### src/rtl/fifo_serial_tx_pkg.sv
`default_nettype none
// ============================================================================
// Package     : fifo_serial_tx_pkg
// Description : Shared constants, FSM state encoding and frame-length helper
//               for the FIFO-fed serial transmitter.
// Revision    : 1.0 - initial release
// ============================================================================
package fifo_serial_tx_pkg;

    // Default byte width; must match the width of the feeding FIFO.
    localparam int DATA_W_DEF = 8;

    // Transmitter FSM states, 3-bit binary encoding.
    typedef enum logic [2:0] {
        ST_IDLE    = 3'd0,
        ST_POP     = 3'd1,
        ST_CAPTURE = 3'd2,
        ST_START   = 3'd3,
        ST_DATA    = 3'd4,
        ST_STOP    = 3'd5
    } tx_state_e;

    // Clock cycles from the first start-bit cycle to the last stop-bit cycle.
    function automatic int frame_cycles(input int data_w, input int clks_per_bit,
                                        input int stop_bits);
        return (1 + data_w + stop_bits) * clks_per_bit;
    endfunction

    localparam int FRAME_CYCLES_DEF = frame_cycles(DATA_W_DEF, 16, 1);

endpackage
`default_nettype wire

### src/rtl/fifo_serial_tx_if.sv
`default_nettype none
// ============================================================================
// Interface   : fifo_serial_tx_if
// Description : Read port of a byte FIFO (empty flag, pop strobe, read data).
//               The transmitter uses the master view, the FIFO the slave view.
// Revision    : 1.0 - initial release
// ============================================================================
interface fifo_serial_tx_if
    import fifo_serial_tx_pkg::*;
#(
    parameter int DATA_W = DATA_W_DEF
);
    logic              fifo_empty;
    logic              fifo_rd_en;
    logic [DATA_W-1:0] fifo_dataout;

    modport master (
        output fifo_rd_en,
        input  fifo_empty,
        input  fifo_dataout
    );

    modport slave (
        input  fifo_rd_en,
        output fifo_empty,
        output fifo_dataout
    );
endinterface
`default_nettype wire

### src/rtl/fifo_serial_tx_bit_timer.sv
`default_nettype none
// ============================================================================
// Module      : fifo_serial_tx_bit_timer
// Description : Bit-period divider. tick marks the last cycle of each bit
//               period; pre_tick marks the cycle before it.
// Revision    : 1.0 - initial release
// ============================================================================
module fifo_serial_tx_bit_timer #(
    parameter int CLKS_PER_BIT = 16
) (
    input  wire logic clk,
    input  wire logic reset,
    input  wire logic clear,
    output logic      tick,
    output logic      pre_tick
);
    localparam int            CW   = (CLKS_PER_BIT > 1) ? $clog2(CLKS_PER_BIT) : 1;
    localparam logic [CW-1:0] LAST = CW'(CLKS_PER_BIT - 1);
    localparam logic [CW-1:0] PRE  = CW'(CLKS_PER_BIT - 2);

    logic [CW-1:0] clk_cnt;

    // Free-running cycle counter that wraps at the end of each bit period.
    always_ff @(posedge clk or negedge reset) begin
        if (!reset) begin
            clk_cnt <= '0;
        end else if (clear || tick) begin
            clk_cnt <= '0;
        end else begin
            clk_cnt <= clk_cnt + CW'(1);
        end
    end

    assign tick     = (clk_cnt == LAST);
    assign pre_tick = (clk_cnt == PRE);

endmodule
`default_nettype wire

### src/rtl/fifo_serial_tx.sv
`default_nettype none
// ============================================================================
// Module      : fifo_serial_tx
// Description : Pops bytes from a FIFO and sends each as a serial frame:
//               start bit (0), DATA_W bits LSB first, STOP_BITS stop bits (1).
// Revision    : 1.0 - initial release
// ============================================================================
module fifo_serial_tx
    import fifo_serial_tx_pkg::*;
#(
    parameter int DATA_W       = DATA_W_DEF,
    parameter int CLKS_PER_BIT = 16,
    parameter int STOP_BITS    = 1
) (
    input  wire logic               clk,
    input  wire logic               reset,
    input  wire logic               tx_en,
    fifo_serial_tx_if.master        fifo,
    output logic                    tx_out,
    output logic                    busy,
    output logic                    frame_done
);
    localparam int            BW        = $clog2(DATA_W + 1);
    localparam logic [BW-1:0] LAST_DATA = BW'(DATA_W - 1);
    localparam logic [BW-1:0] LAST_STOP = BW'(STOP_BITS - 1);

    tx_state_e         state;
    tx_state_e         state_nxt;
    logic [BW-1:0]     bit_cnt;
    logic [BW-1:0]     bit_cnt_nxt;
    logic [DATA_W-1:0] shift_reg;
    logic [DATA_W-1:0] shift_nxt;
    logic              tx_nxt;
    logic              done_nxt;
    logic              timer_clear;
    logic              tick;
    logic              pre_tick;

    fifo_serial_tx_bit_timer #(
        .CLKS_PER_BIT (CLKS_PER_BIT)
    ) u_bit_timer (
        .clk      (clk),
        .reset    (reset),
        .clear    (timer_clear),
        .tick     (tick),
        .pre_tick (pre_tick)
    );

    // Next-state, counter, shift-register and output-register decode.
    always_comb begin
        state_nxt   = state;
        bit_cnt_nxt = bit_cnt;
        shift_nxt   = shift_reg;

        unique case (state)
            ST_IDLE: begin
                if (tx_en && !fifo.fifo_empty) begin
                    state_nxt = ST_POP;
                end
            end
            ST_POP: begin
                state_nxt = ST_CAPTURE;
            end
            ST_CAPTURE: begin
                // FIFO read data is valid now, one cycle after the pop strobe.
                shift_nxt = fifo.fifo_dataout;
                state_nxt = ST_START;
            end
            ST_START: begin
                if (tick) begin
                    state_nxt = ST_DATA;
                end
            end
            ST_DATA: begin
                if (tick) begin
                    if (bit_cnt == LAST_DATA) begin
                        state_nxt = ST_STOP;
                    end else begin
                        bit_cnt_nxt = bit_cnt + BW'(1);
                        shift_nxt   = shift_reg >> 1;
                    end
                end
            end
            ST_STOP: begin
                if (tick) begin
                    if (bit_cnt == LAST_STOP) begin
                        state_nxt = (tx_en && !fifo.fifo_empty) ? ST_POP : ST_IDLE;
                    end else begin
                        bit_cnt_nxt = bit_cnt + BW'(1);
                    end
                end
            end
            default: begin
                state_nxt = ST_IDLE;
            end
        endcase

        // Both counters restart on every state change.
        if (state_nxt != state) begin
            bit_cnt_nxt = '0;
        end
        timer_clear = (state_nxt != state) || (state == ST_IDLE);

        // Line level for the coming cycle, so tx_out itself is a flop.
        unique case (state_nxt)
            ST_START: tx_nxt = 1'b0;
            ST_DATA:  tx_nxt = shift_nxt[0];
            default:  tx_nxt = 1'b1;
        endcase

        // Raise frame_done for the final cycle of the last stop bit.
        done_nxt = (state == ST_STOP) && (bit_cnt == LAST_STOP) && pre_tick;
    end

    // State, datapath and registered outputs; reset drops the frame at once.
    always_ff @(posedge clk or negedge reset) begin
        if (!reset) begin
            state      <= ST_IDLE;
            bit_cnt    <= '0;
            shift_reg  <= '0;
            tx_out     <= 1'b1;
            frame_done <= 1'b0;
        end else begin
            state      <= state_nxt;
            bit_cnt    <= bit_cnt_nxt;
            shift_reg  <= shift_nxt;
            tx_out     <= tx_nxt;
            frame_done <= done_nxt;
        end
    end

    assign fifo.fifo_rd_en = (state == ST_POP);
    assign busy            = (state != ST_IDLE);

endmodule
`default_nettype wire
### src/flat_wrapper.sv
// flat-port wrapper written by rule: the top's interface ports become plain ports
module fifo_serial_tx_flat import fifo_serial_tx_pkg::*;
#(
    parameter int DATA_W       = DATA_W_DEF,
    parameter int CLKS_PER_BIT = 16,
    parameter int STOP_BITS    = 1
)
  (clk, reset, tx_en, tx_out, busy, frame_done, fifo_fifo_rd_en, fifo_fifo_empty, fifo_fifo_dataout);
  fifo_serial_tx_if #(.DATA_W(DATA_W)) fifo_i ();
  input  wire logic clk;
  input  wire logic reset;
  input  wire logic tx_en;
  output logic tx_out;
  output logic busy;
  output logic frame_done;
  output wire logic [$bits(fifo_i.fifo_rd_en)-1:0] fifo_fifo_rd_en;
  input wire logic [$bits(fifo_i.fifo_empty)-1:0] fifo_fifo_empty;
  input wire logic [$bits(fifo_i.fifo_dataout)-1:0] fifo_fifo_dataout;
  assign fifo_fifo_rd_en = fifo_i.fifo_rd_en;
  assign fifo_i.fifo_empty = fifo_fifo_empty;
  assign fifo_i.fifo_dataout = fifo_fifo_dataout;
  fifo_serial_tx #(.DATA_W(DATA_W), .CLKS_PER_BIT(CLKS_PER_BIT), .STOP_BITS(STOP_BITS)) u_core (.clk(clk), .reset(reset), .tx_en(tx_en), .fifo(fifo_i), .tx_out(tx_out), .busy(busy), .frame_done(frame_done));
endmodule
### config.mk
export PLATFORM = sky130hd
export DESIGN_NAME = fifo_serial_tx_flat
export DESIGN_NICKNAME = d
export VERILOG_FILES = /design/src/rtl/fifo_serial_tx_pkg.sv /design/src/rtl/fifo_serial_tx_if.sv /design/src/rtl/fifo_serial_tx_bit_timer.sv /design/src/rtl/fifo_serial_tx.sv /design/src/flat_wrapper.sv
export SDC_FILE = /design/constraint.sdc
export NUM_CORES = 1
export LEC_CHECK = 0
export CORE_MARGIN = 10
export CORE_UTILIZATION = 35
export CTS_CLUSTER_SIZE = 20
export DETAILED_ROUTE_END_ITERATION = 7
export GPL_TIMING_DRIVEN = 0
export SLEW_MARGIN = 5
export SYNTH_ARGS = -nofsm -noshare
export SYNTH_HDL_FRONTEND = slang
export SYNTH_SLANG_ARGS = --single-unit
### constraint.sdc
create_clock -name clk -period 2.2 [get_ports clk]
set_input_delay 0.33 -clock clk [delete_from_list [all_inputs] [get_ports clk]]
set_output_delay 0.33 -clock clk [all_outputs]
set_load 0.01 [all_outputs]
==> impl_metrics.prom <==
# TYPE chip_impl_metric gauge
chip_impl_metric{name="static_leakage_power",unit="nW"} 0.564
chip_impl_metric{name="max_slew.worst_pin.slew",unit="ns"} 0.940
chip_impl_metric{name="seqCellArea",unit="um2"} 528
chip_impl_info{name="post-synth-top-count-cell",value="sky130_fd_sc_hd__dfrtp_1"} 1
chip_impl_metric{name="worst-r2r-cell-count",unit=""} 7
chip_impl_metric{name="antenna_found_initial",unit=""} 0
chip_impl_metric{name="synth_seq_area_share",unit="%"} 45.9
chip_impl_metric{name="max_clk_rate",unit="GHz"} 0.471
chip_impl_metric{name="post_drt_wl_per_cell",unit="um"} 13.5
chip_impl_metric{name="post_layout_nonfiller_instances",unit=""} 177
chip_impl_metric{name="vdd_drop_max",unit="V"} 0.000211
chip_impl_metric{name="die_width",unit="um"} 77.3
chip_impl_metric{name="syn-num-nets",unit=""} 131
chip_impl_info{name="worstSetupStartpointType",value="flip-flop"} 1
chip_impl_metric{name="detailedPlacementHpwl",unit="mm"} 1.82
chip_impl_metric{name="io_pins",unit=""} 16
chip_impl_metric{name="fp.dieArea",unit="um2"} 5970
chip_impl_metric{name="drcViolationCount",unit=""} 0
chip_impl_metric{name="insertedDiodeCount",unit=""} 0
chip_impl_metric{name="die_height",unit="um"} 77.3
chip_impl_metric{name="vias",unit=""} 886
chip_impl_info{name="cts-root-buf",value="sky130_fd_sc_hd__clkbuf_4"} 1
chip_impl_metric{name="final_net_count",unit=""} 150
chip_impl_info{name="worstHoldPathType",value="flip-flop to flip-flop"} 1
chip_impl_metric{name="syn2layout_area_growth",unit="%"} 20.6
chip_impl_metric{name="synth-async-reset-ratio",unit="%"} 100
chip_impl_metric{name="synth_top_area_share",unit="%"} 43.6
chip_impl_info{name="synth_top_flop_cell",value="sky130_fd_sc_hd__dfrtp_1"} 1
chip_impl_info{name="timing.critical_path.slowest_stage_cell",value="sky130_fd_sc_hd__clkdlybuf4s50_1"} 1
chip_impl_info{name="crit_family",value="buffers and inverters"} 1
chip_impl_metric{name="cap_viol_max_count",unit=""} 0
chip_impl_metric{name="power_density",unit="nW/um2"} 448
chip_impl_metric{name="path_clk_slew",unit="ns"} 0.12
chip_impl_info{name="netlist_top_cells_count",value="sky130_fd_sc_hd__dfrtp_1 (20), sky130_fd_sc_hd__nand2_1 (13), sky130_fd_sc_hd__nor2_1 (10), sky130_fd_sc_hd__a22oi_1 (7), sky130_fd_sc_hd__nand3_1 (5)"} 1
chip_impl_metric{name="number_of_synthesis_warnings",unit=""} 0
chip_impl_metric{name="multi_input_comb_area",unit="um2"} 581
chip_impl_metric{name="htree_levels",unit=""} 1
chip_impl_info{name="crit_chain",value="buf_2 -> or3_1 -> clkdlybuf4s50_1"} 1
chip_impl_metric{name="post-cts-setup-buffer-count",unit=""} 0
chip_impl_metric{name="grtUsageTotal",unit="%"} 7.95
chip_impl_metric{name="insertion_delay",unit="ns"} 0.31
chip_impl_info{name="synth_largest_area_cell",value="sky130_fd_sc_hd__dfrtp_1"} 1
chip_impl_info{name="outcome",value="finished, final reports clean"} 1
chip_impl_metric{name="wirelength",unit="mm"} 2.40
chip_impl_metric{name="final-hold-violation-count",unit=""} 0
chip_impl_metric{name="dr_vias_cell",unit=""} 5.01
chip_impl_metric{name="placeableCoreArea",unit="um2"} 3100
chip_impl_metric{name="critical_path_peak_fanout",unit=""} 10
chip_impl_metric{name="critPathRequiredTime",unit="ns"} 1.87
chip_impl_metric{name="syn_inst",unit=""} 115
chip_impl_metric{name="cts_made_buffers",unit=""} 3
chip_impl_info{name="cts_tree",value="built"} 1
chip_impl_metric{name="clockBufferDepth",unit=""} 2
chip_impl_metric{name="wire_length_of_the_first_global_routing_pass",unit="mm"} 4.01
chip_impl_metric{name="initial_core_util",unit="%"} 37.0
chip_impl_info{name="crit_path_end_kind",value="output pin"} 1
chip_impl_metric{name="detail_route.first_pass.iterations",unit=""} 4
chip_impl_metric{name="timing.final.crit_period",unit="ns"} 2.12
chip_impl_metric{name="globalplace.congestion",unit=""} 0.752
chip_impl_metric{name="pin_count_of_the_biggest_net_entering_global_routing",unit=""} 22
chip_impl_metric{name="rows",unit=""} 20
chip_impl_metric{name="layout_worst_path_cycle_share",unit="%"} 96.5
chip_impl_metric{name="fillerInstances",unit=""} 346
chip_impl_metric{name="fin_setup_tns",unit="ns"} 0
chip_impl_metric{name="drtAntennaViolNets",unit=""} 0
chip_impl_metric{name="yosys.cell_types.count",unit=""} 42
chip_impl_info{name="critical_path_class",value="flip-flop to output pin"} 1
chip_impl_metric{name="buffers_inverters_on_critical_path",unit=""} 2
chip_impl_metric{name="critical_path_depth",unit=""} 3
chip_impl_metric{name="drt_iter0_drc",unit=""} 47
chip_impl_metric{name="synth_edf_count",unit=""} 0
chip_impl_metric{name="port-buffer-count",unit=""} 15
chip_impl_metric{name="dp.cells",unit=""} 174
chip_impl_metric{name="min_path_cells",unit=""} 2
chip_impl_metric{name="first_global_vias",unit=""} 888
chip_impl_info{name="grt_setup_unrepaired",value="false"} 1
chip_impl_info{name="yosys-top-cells-area",value="sky130_fd_sc_hd__dfrtp_1 (44%), sky130_fd_sc_hd__a22oi_1 (4.6%), sky130_fd_sc_hd__ha_1 (4.4%)"} 1
chip_impl_metric{name="worst-endpoint-arrival",unit="ns"} 1.79
chip_impl_metric{name="timing.max_slew.rel_slack",unit="%"} 37.1
chip_impl_metric{name="layout-drive-gt1-share",unit="%"} 13.5
chip_impl_metric{name="cts_sinks",unit=""} 21
chip_impl_metric{name="avgSynthCellArea",unit="um2"} 9.98
chip_impl_metric{name="grt_overflow",unit=""} 0
chip_impl_metric{name="skew",unit="ns"} 0.00581
chip_impl_metric{name="final-max-slew-violation-count",unit=""} 0
chip_impl_metric{name="setup_viol",unit=""} 0
chip_impl_metric{name="largest_register_ffs",unit=""} 8
chip_impl_metric{name="synth.cell_area",unit="um2"} 1150
chip_impl_metric{name="synth.ff_latch_count",unit=""} 21
chip_impl_metric{name="timing.critical_path.slowest_cell_delay",unit="ns"} 0.49
[cells by family after synthesis]
group / synth area share [%]
AND/OR/NAND/NOR: 25.1
buffers and inverters: 4.03
XOR/XNOR: 3.82
AO/OA/AOI/OAI: 15.9
flip-flops: 45.9
adder cells (fa/ha/maj): 4.36
multiplexers: 0.872
[path summary, 6_finish.rpt]
path	slack (ns)	startpoint	endpoint
min reg2reg	0.49	u_core.shift_reg[6]$_DFFE_PN0P_	u_core.shift_reg[6]$_DFFE_PN0P_
max in group asynchronous	1.04	reset	u_core.state[1]$_DFF_PN0_
min	0.49	u_core.shift_reg[6]$_DFFE_PN0P_	u_core.shift_reg[6]$_DFFE_PN0P_
max	0.08	u_core.state[2]$_DFF_PN0_	busy
max reg2reg	0.29	u_core.u_bit_timer.clk_cnt[0]$_DFF_PN0_	u_core.tx_out$_DFF_PN1_
min in group asynchronous	0.53	reset	u_core.shift_reg[0]$_DFF_PN0_
[layout make-up]
cell class              count  share of cell area (%)
plain buffers               3                    1.99
clock buffers               3                    1.63
multi-input cells          86                    42.0
flip-flops and latches     21                    38.2
repair buffers             15                    10.8
clock inverters             1                   0.362
inverters                   4                    1.08
well taps                  44                    3.98
[per-layer routing]
layer / vias to the layer above / wire, um / global-route usage, %
met5: - / 0 / 0
met1: 424 / 1190 / 9.73
met2: 14 / 1140 / 13.5
li1: 446 / - / -
met3: 2 / 64 / 2.45
met4: 0 / 8 / 1.09
[worst reg2reg max path, stage by stage, from the launching register on]
cell and delay (ns):
sky130_fd_sc_hd__dfrtp_1 0.42, sky130_fd_sc_hd__ha_1 0.26, sky130_fd_sc_hd__and3_1 0.24, sky130_fd_sc_hd__and3_1 0.17
sky130_fd_sc_hd__buf_6 0.14, sky130_fd_sc_hd__a221o_1 0.39, sky130_fd_sc_hd__o21ai_1 0.14, sky130_fd_sc_hd__a21oi_1 0.08
[where the power goes]
part           leakage (nW)  switching [mW]  internal [mW]
logic                 0.303          0.0148         0.0230
registers             0.244         0.00326          0.394
clock network        0.0177           0.118         0.0679
[stage by stage]
step	hold slack (ns)	power, mW	instance area [um2]	utilization, %	worst slack [ns]
after CTS	0.494	0.632	1380	44.4	0.0568
final	0.488	0.621	1380	44.6	0.0766
after global placement	0.462	0.443	1350	43.6	0.206
after floorplan	0.0344	0.412	1150	-	0.448
after global routing	0.516	0.655	1380	44.6	0.00309
after detailed placement	0.463	0.443	1350	43.6	0.174
[layout by cell type, fill, tap and decap left out, drive strengths merged, types with 3 or more instances in the layout]
| master | netlist | routed |
|---|---|---|
| ha | 4 | 4 |
| xor2 | 3 | 3 |
| a22oi | 7 | 7 |
| nor2 | 11 | 11 |
| clkbuf | 1 | 3 |
| o21ai | 7 | 7 |
| nor3b | 3 | 3 |
| clkdlybuf4s50 | 0 | 15 |
| dfrtp | 20 | 20 |
| nand2 | 13 | 13 |
| nand3 | 5 | 5 |
| buf | 3 | 3 |
| and2 | 3 | 3 |
| inv | 4 | 4 |
[repair_timing]
item / in CTS / in global routing
hold buffers: 0 / 0
pin swaps: 0 / 0
gates resized for setup: 0 / 2
setup endpoints to repair: 2 / 1
hold endpoints to repair: 0 / 0
(Power assumes the default switching activity.)
